File: src/rtl/f32_bcd_seq.sv
// rtl/f32_bcd_seq.sv - multi-cycle float32 to signed fixed-point BCD converter
// Integer part via double-dabble, fraction via repeated multiply-by-10.
module f32_bcd_seq #(
  parameter int INT_DIGITS  = 8,
  parameter int INT_BITS    = 27,
  parameter int FRAC_DIGITS = 8,
  parameter int FRAC_BITS   = 32
) (
  input  logic                     clk,
  input  logic                     rst_n,
  input  logic                     in_valid,
  output logic                     in_ready,
  input  logic [31:0]              bin,
  output logic                     out_valid,
  input  logic                     out_ready,
  output logic                     sign,
  output logic [4*INT_DIGITS-1:0]  int_bcd,
  output logic [4*FRAC_DIGITS-1:0] frac_bcd,
  output logic                     is_zero,
  output logic                     is_inf,
  output logic                     is_nan,
  output logic                     overflow
);

  localparam int W  = INT_BITS + FRAC_BITS;
  localparam int IW = 4 * INT_DIGITS;
  localparam int FW = 4 * FRAC_DIGITS;
  localparam int CW = $clog2(INT_BITS + FRAC_DIGITS + 1);
  localparam logic [IW-1:0] NINES = {INT_DIGITS{4'h9}};

  typedef enum logic [2:0] {S_IDLE, S_ALIGN, S_INT, S_FRAC, S_DONE} state_t;

  state_t               state;
  logic [31:0]          op;
  logic [INT_BITS-1:0]  ireg;
  logic [FRAC_BITS-1:0] freg;
  logic [CW-1:0]        cnt;

  logic [7:0]         op_exp;
  logic [22:0]        op_man;
  logic signed [10:0] e_s;
  logic signed [10:0] sh;
  logic [10:0]        sh_neg;
  logic [W-1:0]       m_w;
  logic [W-1:0]       fixed_w;
  logic               a_zero, a_inf, a_nan, a_ovf;

  assign op_exp = op[30:23];
  assign op_man = op[22:0];

  // Place m*2^(e-23) in a fixed-point word with FRAC_BITS fractional bits.
  always_comb begin
    e_s    = $signed({3'b000, op_exp}) - 11'sd127;
    sh     = e_s + $signed(11'(FRAC_BITS - 23));
    sh_neg = 11'(-sh);
    m_w    = (op_exp == 8'd0) ? '0 : W'({1'b1, op_man});
    if (sh >= 11'sd0) fixed_w = m_w << sh[9:0];
    else              fixed_w = m_w >> sh_neg;
    a_zero = (op_exp == 8'd0);
    a_inf  = (op_exp == 8'hff) && (op_man == 23'd0);
    a_nan  = (op_exp == 8'hff) && (op_man != 23'd0);
    a_ovf  = !(a_zero || a_inf || a_nan) && (e_s >= $signed(11'(INT_BITS)));
  end

  logic [IW-1:0] bcd_adj;
  always_comb begin
    bcd_adj = int_bcd;
    for (int k = 0; k < INT_DIGITS; k++) begin
      if (int_bcd[4*k +: 4] > 4'd4) bcd_adj[4*k +: 4] = int_bcd[4*k +: 4] + 4'd3;
    end
  end

  logic [FRAC_BITS+3:0] f_wide, f_x10;
  always_comb begin
    f_wide = {4'b0000, freg};
    f_x10  = (f_wide << 3) + (f_wide << 1);
  end

  always_ff @(posedge clk or negedge rst_n) begin
    if (!rst_n) begin
      state     <= S_IDLE;
      in_ready  <= 1'b1;
      out_valid <= 1'b0;
      op        <= '0;
      ireg      <= '0;
      freg      <= '0;
      cnt       <= '0;
      sign      <= 1'b0;
      int_bcd   <= '0;
      frac_bcd  <= '0;
      is_zero   <= 1'b0;
      is_inf    <= 1'b0;
      is_nan    <= 1'b0;
      overflow  <= 1'b0;
    end else begin
      case (state)
        S_IDLE: begin
          if (in_valid) begin
            op       <= bin;
            in_ready <= 1'b0;
            state    <= S_ALIGN;
          end
        end
        S_ALIGN: begin
          sign     <= op[31];
          is_zero  <= a_zero;
          is_inf   <= a_inf;
          is_nan   <= a_nan;
          overflow <= a_ovf;
          int_bcd  <= '0;
          frac_bcd <= '0;
          if (a_zero || a_inf || a_nan || a_ovf) begin
            ireg <= '0;
            freg <= '0;
          end else begin
            ireg <= fixed_w[W-1:FRAC_BITS];
            freg <= fixed_w[FRAC_BITS-1:0];
          end
          cnt   <= '0;
          state <= S_INT;
        end
        S_INT: begin
          int_bcd <= {bcd_adj[IW-2:0], ireg[INT_BITS-1]};
          ireg    <= ireg << 1;
          if (bcd_adj[IW-1]) overflow <= 1'b1;
          if (cnt == CW'(INT_BITS - 1)) begin
            cnt   <= '0;
            state <= S_FRAC;
          end else begin
            cnt <= cnt + 1'b1;
          end
        end
        S_FRAC: begin
          freg     <= f_x10[FRAC_BITS-1:0];
          frac_bcd <= {frac_bcd[FW-5:0], f_x10[FRAC_BITS+3:FRAC_BITS]};
          if (cnt == CW'(FRAC_DIGITS - 1)) begin
            cnt   <= '0;
            state <= S_DONE;
          end else begin
            cnt <= cnt + 1'b1;
          end
        end
        S_DONE: begin
          // First DONE cycle applies saturation and raises out_valid.
          if (!out_valid) begin
            out_valid <= 1'b1;
            if (overflow) begin
              int_bcd  <= NINES;
              frac_bcd <= '0;
            end
          end else if (out_ready) begin
            out_valid <= 1'b0;
            in_ready  <= 1'b1;
            state     <= S_IDLE;
          end
        end
        default: state <= S_IDLE;
      endcase
    end
  end

endmodule
File: config.mk
export PLATFORM = sky130hd
export DESIGN_NAME = f32_bcd_seq
export DESIGN_NICKNAME = d
export VERILOG_FILES = /design/src/rtl/f32_bcd_seq.sv
export SDC_FILE = /design/constraint.sdc
export NUM_CORES = 1
export LEC_CHECK = 0
export ABC_AREA = 1
export CAP_MARGIN = 10
export CORE_UTILIZATION = 50
export CTS_CLUSTER_DIAMETER = 80
export DETAILED_ROUTE_END_ITERATION = 6
export PLACE_DENSITY = 0.76
export SYNTH_ARGS = -nofsm -noshare
export SYNTH_HDL_FRONTEND = slang
export SYNTH_SLANG_ARGS = --single-unit
File: constraint.sdc
create_clock -name clk -period 5.25 [get_ports clk]
set_input_delay 0.525 -clock clk [delete_from_list [all_inputs] [get_ports clk]]
set_output_delay 0.525 -clock clk [all_outputs]
set_load 0.05 [all_outputs]
==> reports/metrics.csv, run 1 <==
metric;value;unit
RSZ-0062 raised after global routing;false;
Setup CP Type;reg2reg;
PortBufs;106;
pre-CTS setup slack;1.18;ns
clock buffer depth;2;
Die ar.;26600;µm²
critical path's most frequent cell;nand2_1;
Layout area overhead;14.5;%
Core Region;25300;µm²
Cell Area, Placed;14200;µm²
Post-synth EDFFs;0;
DIE HEIGHT;163;µm
DRT Wirelength;43700;µm
htree depth;4;
commonest non-fill, non-tap cell in the layout;nand2_1;
Final nets;2093;
Initial DRC Count;1632;
Crit path largest cell delay;0.44;ns
CP delay by family, top;simple AND/OR/NAND/NOR gates;
synth unique cells;59;
clock-pin slew on the worst setup and hold paths;0.09;ns
Post-CTS Setup Repair Bufs;0;
ratio of cells with drive above 1 in the final layout;5.29;%
CTS Buf Count;17;
slowest stage cell, crit path;dfrtp_1;
commonest non-fill, non-tap cells in the layout;nand2_1, nand3_1, inv_1;
Post-DRT Antenna Nets;0;
initial antenna violation count;0;
worst-path maximum fanout;29;
post-synthesis async set-or-reset flop share;100;%
die extent in x;163;µm
Syn Inst Count;1960;
Vias;13900;
Tmin final;4.30;ns
DRC violations left;0;
max-cap violations;0;
Crit. End Element;register;
Seq/Total Area, Yosys;32.9;%
status;completed;
final worst setup slack;0.955;ns
Startpoint Class;register;
WL/cell;18.6;µm
WP data arrival;4.66;ns
row count;58;
r2r startpoint;op[23];
diode count;0;
final hold violation count;0;
Ports;107;
total track usage;33.5;%
Primary FF master, synth;dfrtp_1;
insertion delay to the later sink of the worst-skew pair;0.45;ns
CTS tree;yes;
first-pass GRT wire length;69900;µm
gr ovfl total;0;
final worst-path cycle share;81.8;%
Critical Path Start;op[23];
Final GP Congestion;1.03;
Initial Util;51.3;%
worst-margin pin slew;0.926;ns
FF+latch count, synth;171;
syn nets;2042;
relative slew slack;38.3;%
Synthesis Warnings;0;
WP data required;5.62;ns
setup tns final;0;ns
Final Instance Area;14900;µm²
hpwl dp;32100;µm
# clock sinks;171;
post-layout util;58.8;%
Crit path buffers/inverters;4;
count of pins over their slew limit;0;
vias in the first global route;12900;
Layout Skew;0.0176;ns
cell area after synthesis;13000;µm²
Root Driver;clkbuf_16;
first drt pass iteration count;7;
Hold Path Class;in2async;
synthesized area per cell;6.63;µm²
DR vias/cell;5.89;
Fmax;0.233;GHz
final setup violation count;0;
register-to-register setup slack;0.95;ns
largest net degree at the start of global routing;172;
Resize count post-CTS;0;
hold buffers post-CTS;0;
-- final timing paths --
| path | to | cells after the start |
|---|---|---|
| setup / recovery | freg[2] | 25 |
| hold / removal | int_bcd[18] | 2 |
| setup reg to reg | freg[2] | 25 |
| hold reg to reg | in_ready | 2 |
| max in group asynchronous | op[10] | 2 |
| min in group clk | in_ready | 2 |
-- per-layer routing --
layer / up-vias / track usage, % / share of wire (%)
met3: 103 / 4.70 / 7.0
li1: 6694 / - / -
met5: - / 0 / 0
met1: 6489 / 46.9 / 44
met2: 587 / 51.9 / 45
met4: 0 / 13.0 / 3.5
-- layout make-up --
type                       count  area (µm²)
clock buffer                  17         425
sequential                   171        4280
multi-input combinational   1480        7500
clock inverter                15         221
timing repair buffer         129        1250
tap                          330         413
inverter                     212         803
fill                        2452       10400
-- cell usage after synthesis (5+ instances only) --
| master | number | area (µm²) |
|---|---|---|
| a21boi_0 | 5 | 37.5 |
| a21oi_1 | 104 | 521 |
| a31oi_1 | 23 | 144 |
| buf_1 | 11 | 41.3 |
| buf_2 | 16 | 80.1 |
| clkbuf_1 | 63 | 236 |
| dfrtp_1 | 170 | 4250 |
| ha_1 | 45 | 563 |
| inv_1 | 200 | 751 |
| inv_2 | 7 | 26.3 |
| nand2_1 | 480 | 1800 |
| nand2_2 | 13 | 81.3 |
| nand3_1 | 201 | 1010 |
| nand4_1 | 44 | 275 |
| nor2_1 | 173 | 649 |
| nor2_2 | 7 | 43.8 |
| nor3_1 | 22 | 110 |
| nor4_1 | 6 | 37.5 |
| o211ai_1 | 15 | 113 |
| o21ai_0 | 186 | 931 |
| o21ai_1 | 25 | 125 |
| o21ai_2 | 6 | 52.6 |
| o21bai_1 | 5 | 37.5 |
| o221ai_1 | 6 | 52.6 |
| o22ai_1 | 41 | 257 |
| o31ai_1 | 6 | 45.0 |
| xnor2_1 | 16 | 140 |
| xor2_1 | 9 | 78.8 |
-- cells by family (layout without fill, tap and decap cells) --
logic type / Yosys count / in the layout / share of synthesized area, %
flops: 171 / 171 / 32.9
mux: 4 / 4 / 0.308
fa+ha+maj: 46 / 46 / 4.49
buf+inv: 309 / 373 / 9.51
xor+xnor: 25 / 25 / 1.68
simple gates: 962 / 962 / 31.9
compound gates: 443 / 443 / 19.2
-- through the flow --
stage	hold slack, ns	instances
floorplan	0.229	1960
detailed placement	0.466	2322
CTS	0.289	2354
global route	0.324	2354
finish	0.233	2354
global placement	0.458	2322
-- state kept, by name, indices dropped and copies added, names as in the netlist --
name,flops
int_bcd,32
sign,1
is_zero,1
state,3
frac_bcd,32
out_valid,1
overflow,1
is_inf,1
in_ready,1
op,32
is_nan,1
ireg,27
freg,32
cnt,6
Power of run 1 is left out: the tool's default activity adds up to more than one toggle a clock period on the data nets, which glitch-free logic cannot reach.
==> run 2, diff against run 1 <==
--- a/config.mk
+++ b/config.mk
@@ -10,7 +10,7 @@
 export CORE_UTILIZATION = 50
 export CTS_CLUSTER_DIAMETER = 80
 export DETAILED_ROUTE_END_ITERATION = 6
-export PLACE_DENSITY = 0.76
+export PLACE_DENSITY = 0.79
 export SYNTH_ARGS = -nofsm -noshare
 export SYNTH_HDL_FRONTEND = slang
 export SYNTH_SLANG_ARGS = --single-unit
==> constraint.sdc (replaced) <==
create_clock -name clk -period 3.52 [get_ports clk]
set_input_delay 0.352 -clock clk [delete_from_list [all_inputs] [get_ports clk]]
set_output_delay 0.352 -clock clk [all_outputs]
set_load 0.05 [all_outputs]
==> run 2 against run 1 <==
Routed wire length increased by 1.5%. Setup slack got worse by 0.94 ns. Critical path depth decreased by 3. Clock skew increased by 0.0021 ns. Hold slack improved by 0.17 ns. Highest routed layer unchanged.
==> reports/metrics.csv, run 2 (synthesis results as in run 1) <==
metric;value;unit;change
status;completed;;
die extent in x;163;µm;unchanged
DIE HEIGHT;163;µm;unchanged
# clock sinks;171;;unchanged
slowest stage cell, crit path;dfrtp_2;;
placed cell count;2445;;+5.3%
register area;4280;µm²;about the same
DR vias/cell;5.79;;-1.8%
Crit. End Element;register;;
Fillers;2283;;-6.9%
Ports;107;;unchanged
Layout Skew;0.0197;ns;+0.00210 ns
total track usage;33.5;%;+0.037 points
final worst-path cycle share;99.7;%;+18 points
commonest non-fill, non-tap cell in the layout;nand2_1;;
Cell Area, Placed;15200;µm²;+6.8%
Layout area overhead;24.1;%;
CP delay by family, top;simple AND/OR/NAND/NOR gates;;
Root Driver;clkbuf_16;;
clock buffer depth;2;;unchanged
WL/cell;17.8;µm;-4.0%
Tmin final;3.51;ns;-0.785 ns
row count;58;;unchanged
Fmax;0.285;GHz;+22%
post-layout util;63.7;%;+4.9 points
Vias;14400;;+3.8%
ratio of cells with drive above 1 in the final layout;13.2;%;+7.9 points
Final Instance Area;16100;µm²;+8.3%
Post-DRT Antenna Nets;0;;unchanged
Setup CP Type;reg2reg;;
PortBufs;106;;unchanged
htree depth;4;;unchanged
relative slew slack;37.9;%;-0.36 points
Final nets;2227;;+6.4%
final hold violation count;0;;unchanged
first-pass GRT wire length;70300;µm;+0.62%
RSZ-0062 raised after global routing;true;;
CTS Buf Count;17;;unchanged
pre-CTS setup slack;0.00984;ns;-1.17 ns
final worst setup slack;0.0102;ns;-0.945 ns
Initial Util;51.3;%;unchanged
worst-margin pin slew;0.926;ns;-0.000396 ns
final setup violation count;0;;unchanged
vias in the first global route;13400;;+3.6%
count of pins over their slew limit;0;;unchanged
Crit path buffers/inverters;2;;-2
clock-pin slew on the worst setup and hold paths;0.08;ns;about the same
gr ovfl total;0;;unchanged
WP data arrival;3.88;ns;-0.78 ns
insertion delay to the later sink of the worst-skew pair;0.45;ns;about the same
hpwl dp;33000;µm;+2.8%
CTS tree;yes;;
WP data required;3.89;ns;-1.73 ns
diode count;0;;unchanged
Startpoint Class;register;;
Crit path largest cell delay;0.47;ns;+0.03 ns
critical-path cell list;ha_4, nand2_2, nor2_2, buf_4, nor2_2, nand2_2, o21ai_0, nand2_1, nand2_1, nand2_1, nor2_4, nand2_2, nor2_4, buf_12, nand3_2, o211ai_1, nand3_1, nand2_1, nand3_1, nand2_1, nand2_1, a21oi_2;;
DRT Wirelength;44300;µm;+1.5%
worst-path maximum fanout;6;;-79%
multi-input logic area;7720;µm²;+3.0%
largest net degree at the start of global routing;63;;-63%
commonest non-fill, non-tap cells in the layout;nand2_1, inv_1, nand3_1;;
Initial DRC Count;1608;;-1.5%
Final GP Congestion;0.976;;-4.8%
DRC violations left;0;;unchanged
initial antenna violation count;0;;unchanged
Die ar.;26600;µm²;unchanged
max-cap violations;0;;unchanged
first drt pass iteration count;7;;unchanged
critical path's most frequent cell;nand2_1;;
Final Instance Count excl. Fillers;2488;;+5.7%
Core Region;25300;µm²;unchanged
Hold Path Class;in2async;;
run 2: changes by cell type in the layout (fill, tap and decap cells not counted), sizes merged:
cell         previous run  this run
clkinv                 10         9
clkinvlp                0         2
buf                    24       156
dlygate4sd3             0         1
run 2: path summary, 6_finish.rpt:
path | end | slack (ns) | startpoint | cells past startpoint
min | op[10] | 0.40 | rst_n | 2
max | freg[2] | 0.01 | op[24] | 22
max in group asynchronous | freg[31] | 2.22 | rst_n | 3
min in group clk | op[2] | 0.44 | bin[2] | 3
min reg2reg | in_ready | 0.48 | in_ready | 2
max reg2reg | freg[2] | 0.01 | op[24] | 22
run 2: stage by stage:
| step | setup TNS, ns | hold WS [ns] |
|---|---|---|
| floorplan | 0 | 0.0564 |
| global placement | 0 | 0.326 |
| detailed placement | 0 | 0.331 |
| CTS | 0 | 0.427 |
| global route | -2.02 | 0.439 |
| finish | 0 | 0.401 |
run 2: per-layer routing:
metal | track usage [%] | vias to the layer above | share of wire (%)
met1 | 46.2 | 6732 | 44
met2 | 52.9 | 608 | 46
met5 | 0 | - | 0
met3 | 5.03 | 98 | 6.7
li1 | - | 6967 | -
met4 | 12.4 | 0 | 3.2
run 2: layout make-up:
class | instances | area share [%]
Inverter | 212 | 5.03
Timing Repair Buffer | 262 | 14.3
Clock buffer | 17 | 2.64
Clock inverter | 15 | 1.05
Multi-Input combinational cell | 1480 | 47.8
Timing Repair inverter | 1 | 0.0543
Tap cell | 330 | 2.56
Sequential cell | 171 | 26.6
run 2: what timing repair did:
action / in CTS / in global routing
hold endpoints to repair: 43 / 0
pin swaps: 0 / 14
resized for setup: 1 / 68
hold buffers: 1 / 0
gates cloned: 0 / 1
buffers inserted: 0 / 9
setup endpoints to repair: 1 / 56
Power of run 2 is left out for the same reason.
